<file path="src/rtl/mem_wb_stage.sv">
// MEM/WB pipeline register for the pipelined RV32I core.
// Registers the memory-stage payload with valid, stall (hold) and flush (bubble),
// a registered writeback-data mux and x0 write suppression.
// Optional retire counter enabled by defining MEM_WB_RETIRE_CNT_EN.
module mem_wb_stage #(
    parameter int unsigned XLEN  = 32,
    parameter int unsigned RA_W  = 5,
    parameter int unsigned CNT_W = 32
) (
    input  logic            clk,
    input  logic            rst,
    input  logic            stall_in,
    input  logic            flush_in,
    input  logic            valid_in,
    input  logic            reg_wr_in,
    input  logic [RA_W-1:0] rd_in,
    input  logic [1:0]      mem_reg_in,
    input  logic [XLEN-1:0] alu_res_in,
    input  logic [XLEN-1:0] wrap_load_in,
    input  logic [XLEN-1:0] next_sel_addr_in,
    output logic            valid_out,
    output logic            reg_wr_out,
    output logic [RA_W-1:0] rd_out,
    output logic [1:0]      mem_reg_out,
    output logic [XLEN-1:0] alu_res_out,
    output logic [XLEN-1:0] wrap_load_out,
    output logic [XLEN-1:0] next_sel_address_out,
    output logic [XLEN-1:0] wb_data_out
`ifdef MEM_WB_RETIRE_CNT_EN
    ,
    output logic [CNT_W-1:0] retire_cnt_out
`endif
);

    logic            r_valid;
    logic            r_reg_wr;
    logic [RA_W-1:0] r_rd;
    logic [1:0]      r_mem_reg;
    logic [XLEN-1:0] r_alu_res;
    logic [XLEN-1:0] r_wrap_load;
    logic [XLEN-1:0] r_next_sel_addr;
    logic [XLEN-1:0] r_wb_data;

    logic            w_reg_wr;
    logic [XLEN-1:0] w_wb_data;

    // Writeback-data select and qualified write enable, resolved before capture.
    always_comb begin
        w_reg_wr = valid_in & reg_wr_in & (rd_in != '0);
        unique case (mem_reg_in)
            2'b00:   w_wb_data = alu_res_in;
            2'b01:   w_wb_data = wrap_load_in;
            2'b10:   w_wb_data = next_sel_addr_in;
            default: w_wb_data = '0;
        endcase
    end

    // Stage register: flush beats stall beats load; flush still captures payload.
    always_ff @(posedge clk or negedge rst) begin
        if (!rst) begin
            r_valid         <= 1'b0;
            r_reg_wr        <= 1'b0;
            r_rd            <= '0;
            r_mem_reg       <= 2'b00;
            r_alu_res       <= '0;
            r_wrap_load     <= '0;
            r_next_sel_addr <= '0;
            r_wb_data       <= '0;
        end else if (flush_in || !stall_in) begin
            r_valid         <= valid_in & ~flush_in;
            r_reg_wr        <= w_reg_wr & ~flush_in;
            r_rd            <= rd_in;
            r_mem_reg       <= mem_reg_in;
            r_alu_res       <= alu_res_in;
            r_wrap_load     <= wrap_load_in;
            r_next_sel_addr <= next_sel_addr_in;
            r_wb_data       <= w_wb_data;
        end
    end

    assign valid_out            = r_valid;
    assign reg_wr_out           = r_reg_wr;
    assign rd_out               = r_rd;
    assign mem_reg_out          = r_mem_reg;
    assign alu_res_out          = r_alu_res;
    assign wrap_load_out        = r_wrap_load;
    assign next_sel_address_out = r_next_sel_addr;
    assign wb_data_out          = r_wb_data;

`ifdef MEM_WB_RETIRE_CNT_EN
    logic [CNT_W-1:0] r_retire_cnt;

    // An instruction retires when the stage holds a valid entry and is not stalled.
    always_ff @(posedge clk or negedge rst) begin
        if (!rst) begin
            r_retire_cnt <= '0;
        end else if (r_valid && !stall_in) begin
            r_retire_cnt <= r_retire_cnt + CNT_W'(1);
        end
    end

    assign retire_cnt_out = r_retire_cnt;
`endif

endmodule

</file>
<file path="config.mk">
export PLATFORM = sky130hd
export DESIGN_NAME = mem_wb_stage
export DESIGN_NICKNAME = d
export VERILOG_FILES = /design/src/rtl/mem_wb_stage.sv
export SDC_FILE = /design/constraint.sdc
export NUM_CORES = 1
export LEC_CHECK = 0
export CAP_MARGIN = 30
export CORE_MARGIN = 10
export CORE_UTILIZATION = 46
export CTS_BUF_LIST = sky130_fd_sc_hd__clkbuf_4 sky130_fd_sc_hd__clkbuf_8 sky130_fd_sc_hd__clkbuf_16
export DETAILED_ROUTE_END_ITERATION = 7
export PLACE_DENSITY_LB_ADDON = 0.2
export SYNTH_ARGS = -nofsm -noshare
export SYNTH_HDL_FRONTEND = slang
export SYNTH_SLANG_ARGS = --single-unit
</file>
<file path="constraint.sdc">
create_clock -name clk -period 2 [get_ports clk]
set_clock_uncertainty 0.2 [all_clocks]
set_input_delay 0.5 -clock clk [delete_from_list [all_inputs] [get_ports clk]]
set_output_delay 0.5 -clock clk [all_outputs]
set_load 0.005 [all_outputs]
</file>
==> qor.csv, run 1 <==
stage,metric,value,unit
status,outcome,finished clean,
floorplanning,start_util,46.95,%
layout,mostFrequentLayoutCells,"311 x nand2_1, 137 x dfrtp_1, 120 x clkdlybuf4s50_1",
worst_setup_path,critical-path-max-stage-delay,0.51,ns
worst_setup_path,cp_top_family,buffers and inverters,
synthesis,ys_warn_count,0,
worst_setup_path,critical-path-slowest-cell,clkdlybuf4s50_1,
global_routing,grt_pass1_wl,30.21,mm
worst_setup_path,cp-start-kind,flop,
routing,detail-route-antenna-nets,0,
cts,clkTransAtPathRegs,0.06,ns
placement,hpwl,14.31,mm
worst_setup_path,arrival,1.28,ns
cts,clockBufferDepth,2,
synthesis,synth_fp_nets,766,
routing,wl,19.43,mm
placement,numPortBuffers,245,
layout,antenna_cells,0,
synthesis,synth-xor-area-share,0,%
synthesis,synthSimpleGateAreaFrac,25.79,%
layout,final_area,9276,um^2
floorplanning,ios,246,
layout,multi_input_area,2201,um^2
cts,numCtsBuffers,17,
cts,clock_latency,0.41,ns
layout,num-fill-cells,940,
power_and_ir_drop,power.switching,1.842,mW
sta,setup_viol,0,
routing,via_per_inst,4.972,
sta,hold_viol_final,0,
routing,via_count,5415,
synthesis,syn-cell-area,5924,um^2
synthesis,synthAdderAreaFrac,0,%
synthesis,syn_area_per_cell,9.017,um^2
cts,cts_tree,built,
layout,seq_area,3428,um^2
placement,placed_area,8556,um^2
layout,final_common_cell,nand2_1,
synthesis,ys_seq_area_share,57.87,%
floorplanning,fp.dieArea,17820,um^2
sta,tns,0,ns
min_path,min_path_type,in2async,
layout,drive_above_1_share,6.543,%
layout,finalNetCount,1013,
power_and_ir_drop,vdd_drop_max,0.0006070,V
synthesis,synth_cell_type_count,17,
floorplanning,core,12620,um^2
power_and_ir_drop,seq_power_share,40.9,%
sta,relSlewSlack,71.51,%
synthesis,ys_ff_latch,137,
routing,first_iter_violations,400,
power_and_ir_drop,p_int,5.871,mW
floorplanning,die_w,133.5,um
global_routing,grt_antenna_before_repair,0,
power_and_ir_drop,p_per_area,831.5,nW/um^2
sta,maxSlewViolCount,0,
synthesis,synth_top_family_by_area,simple AND/OR/NAND/NOR gates,
routing,wl_per_cell,17.84,um
global_routing,grtUsageTotal,21.23,%
routing,dr.pass1.iters,6,
worst_setup_path,crit_path_max_fanout,2,
worst_setup_path,critical_path_buf_inv_count,1,
worst_setup_path,critical_path_required,1.30,ns
synthesis,yosysTopAreaCell,dfrtp_1,
power_and_ir_drop,p_comb_share,16.8,%
placement,place_congestion,0.8463,
floorplanning,dieHeight,133.5,um
global_routing,grt_max_degree,58,
cts,root_buffer,clkbuf_16,
synthesis,synth_compound_area_share,5.491,%
worst_setup_path,crit_chain,clkdlybuf4s50_1,
worst_setup_path,worstSetupEndpointType,primary output,
cts,htreeDepth,4,
power_and_ir_drop,p_leak,5.103,nW
sta,min_period,1.985,ns
sta,max_clock_freq,503.8,MHz
layout,area_delta_synth_final,56.58,%
routing,drc,0,
sta,timing.final.crit_share,99.24,%
synthesis,synth.mux.area_fraction,5.576,%
sta,worstMarginPinSlew,0.4274,ns
synthesis,synthCells,657,
job,timing.max_cap.violations,0,
worst_setup_path,worstSetupPathType,reg2out,
power_and_ir_drop,switching_share,23.88,%
synthesis,synth_top_area_share,57.87,%
sta,holdWs,0.2553,ns
global_routing,grt_pass1_vias,5590,
cts,cts_sinks,137,
synthesis,synth_area_leaders,"dfrtp_1 58%, nand2_1 20%, mux2i_1 5.6%, a21oi_1 5.4%, or2_0 3.1%",
global_routing,grt_overflow,0,
floorplanning,num_rows,41,
power_and_ir_drop,p_clk_share,42.2,%
[worst register-to-register path, stage by stage, from the launching register on]
cell and delay, ns:
dfrtp_1 0.39, buf_4 0.14, nor2_1 0.09, a21oi_1 0.05
[Yosys cell counts]
cell type  count
buf_4          9
nor4bb_1       1
or2_0         29
dfrtp_1      137
buf_6          7
nand2_1      311
clkbuf_1       3
nor2_1        33
or2_1          3
mux2i_1       33
o21ai_1        1
buf_12         3
or4_1          1
nor2b_1        2
nand2b_1       1
a21oi_1       64
buf_2         19
[power groups by stage]
stage          Clock (mW)  Combinational, mW  Sequential (mW)
3_5_place_dp            0               1.41             3.21
3_3_place_gp            0               1.39             3.20
2_1_floorplan           0              0.425             3.22
5_1_grt              3.43               1.43             3.18
4_1_cts              3.30               1.34             3.16
6_report             3.26               1.30             3.16
[cells by family (layout without fill, tap and decap cells)]
family,count (synthesis),after routing
compound gates,65,65
buf+inv,41,301
flops,137,137
mux,33,33
simple gates,381,381
[state kept, by name, indices dropped and copies added, names as in the netlist]
signal / count
mem_reg_out: 2
next_sel_address_out: 32
valid_out: 1
rd_out: 5
wrap_load_out: 32
reg_wr_out: 1
alu_res_out: 32
wb_data_out: 32
[path summary, 6_finish.rpt]
check | from | end | slack [ns] | cells past startpoint
max in group asynchronous | rst | wb_data_out[12] | 0.72 | 3
worst max register to register | wb_data_out[8] | wb_data_out[8] | 1.02 | 3
min in group clk | wrap_load_out[0] | wrap_load_out[0] | 0.26 | 2
worst min register to register | wrap_load_out[0] | wrap_load_out[0] | 0.26 | 2
worst max-delay path | wb_data_out[8] | wb_data_out[8] | 0.02 | 1
worst min-delay path | rst | wrap_load_out[26] | 0.26 | 2
[layer usage]
layer	global-route usage [%]	wire length (um)	vias to the layer above
met3	8.684	1769	26
met5	0	0	-
met1	24.55	7636	2610
met4	7.618	386	0
li1	-	-	2566
met2	34.72	9639	213
[metrics by stage]
step / setup WS, ns / std cells / util, % / power (mW)
after floorplan: 0.5116 / 657 / - / 3.642
after global placement: 0.003188 / 1053 / 67.80 / 4.587
after detailed placement: -0.07020 / 1053 / 67.80 / 4.626
after CTS: 0.0006907 / 1086 / 72.18 / 7.799
after global routing: -0.01748 / 1089 / 73.51 / 8.040
final: 0.01526 / 1089 / 73.51 / 7.713
[layout make-up]
class	count	share of cell area, %
flip-flops and latches	137	36.96
clock inverters	8	1.241
multi-input cells	479	23.73
clock buffers	24	5.490
repair buffers	269	30.27
well taps	172	2.320
[what timing repair did]
action / CTS / global route
endpoints found under the hold margin: 105 / 0
gates resized for setup: 65 / 58
endpoints found under the setup margin: 65 / 59
setup buffers: 0 / 3
hold buffers: 1 / 0
Note: power is estimated with default switching activity, not from simulation.
==> run 2, diff against run 1 <==
CAP_MARGIN = 20   (was 30)
==> results of run 2 <==
Final layout, timing and power as in run 1 (identical DEF).
==> run 3, diff against run 2 <==
GPL_ROUTABILITY_DRIVEN = 0   (was unset)
SKIP_LAST_GASP = 1   (was unset)
==> results of run 3 <==
Final layout, timing and power as in run 1 (identical DEF).
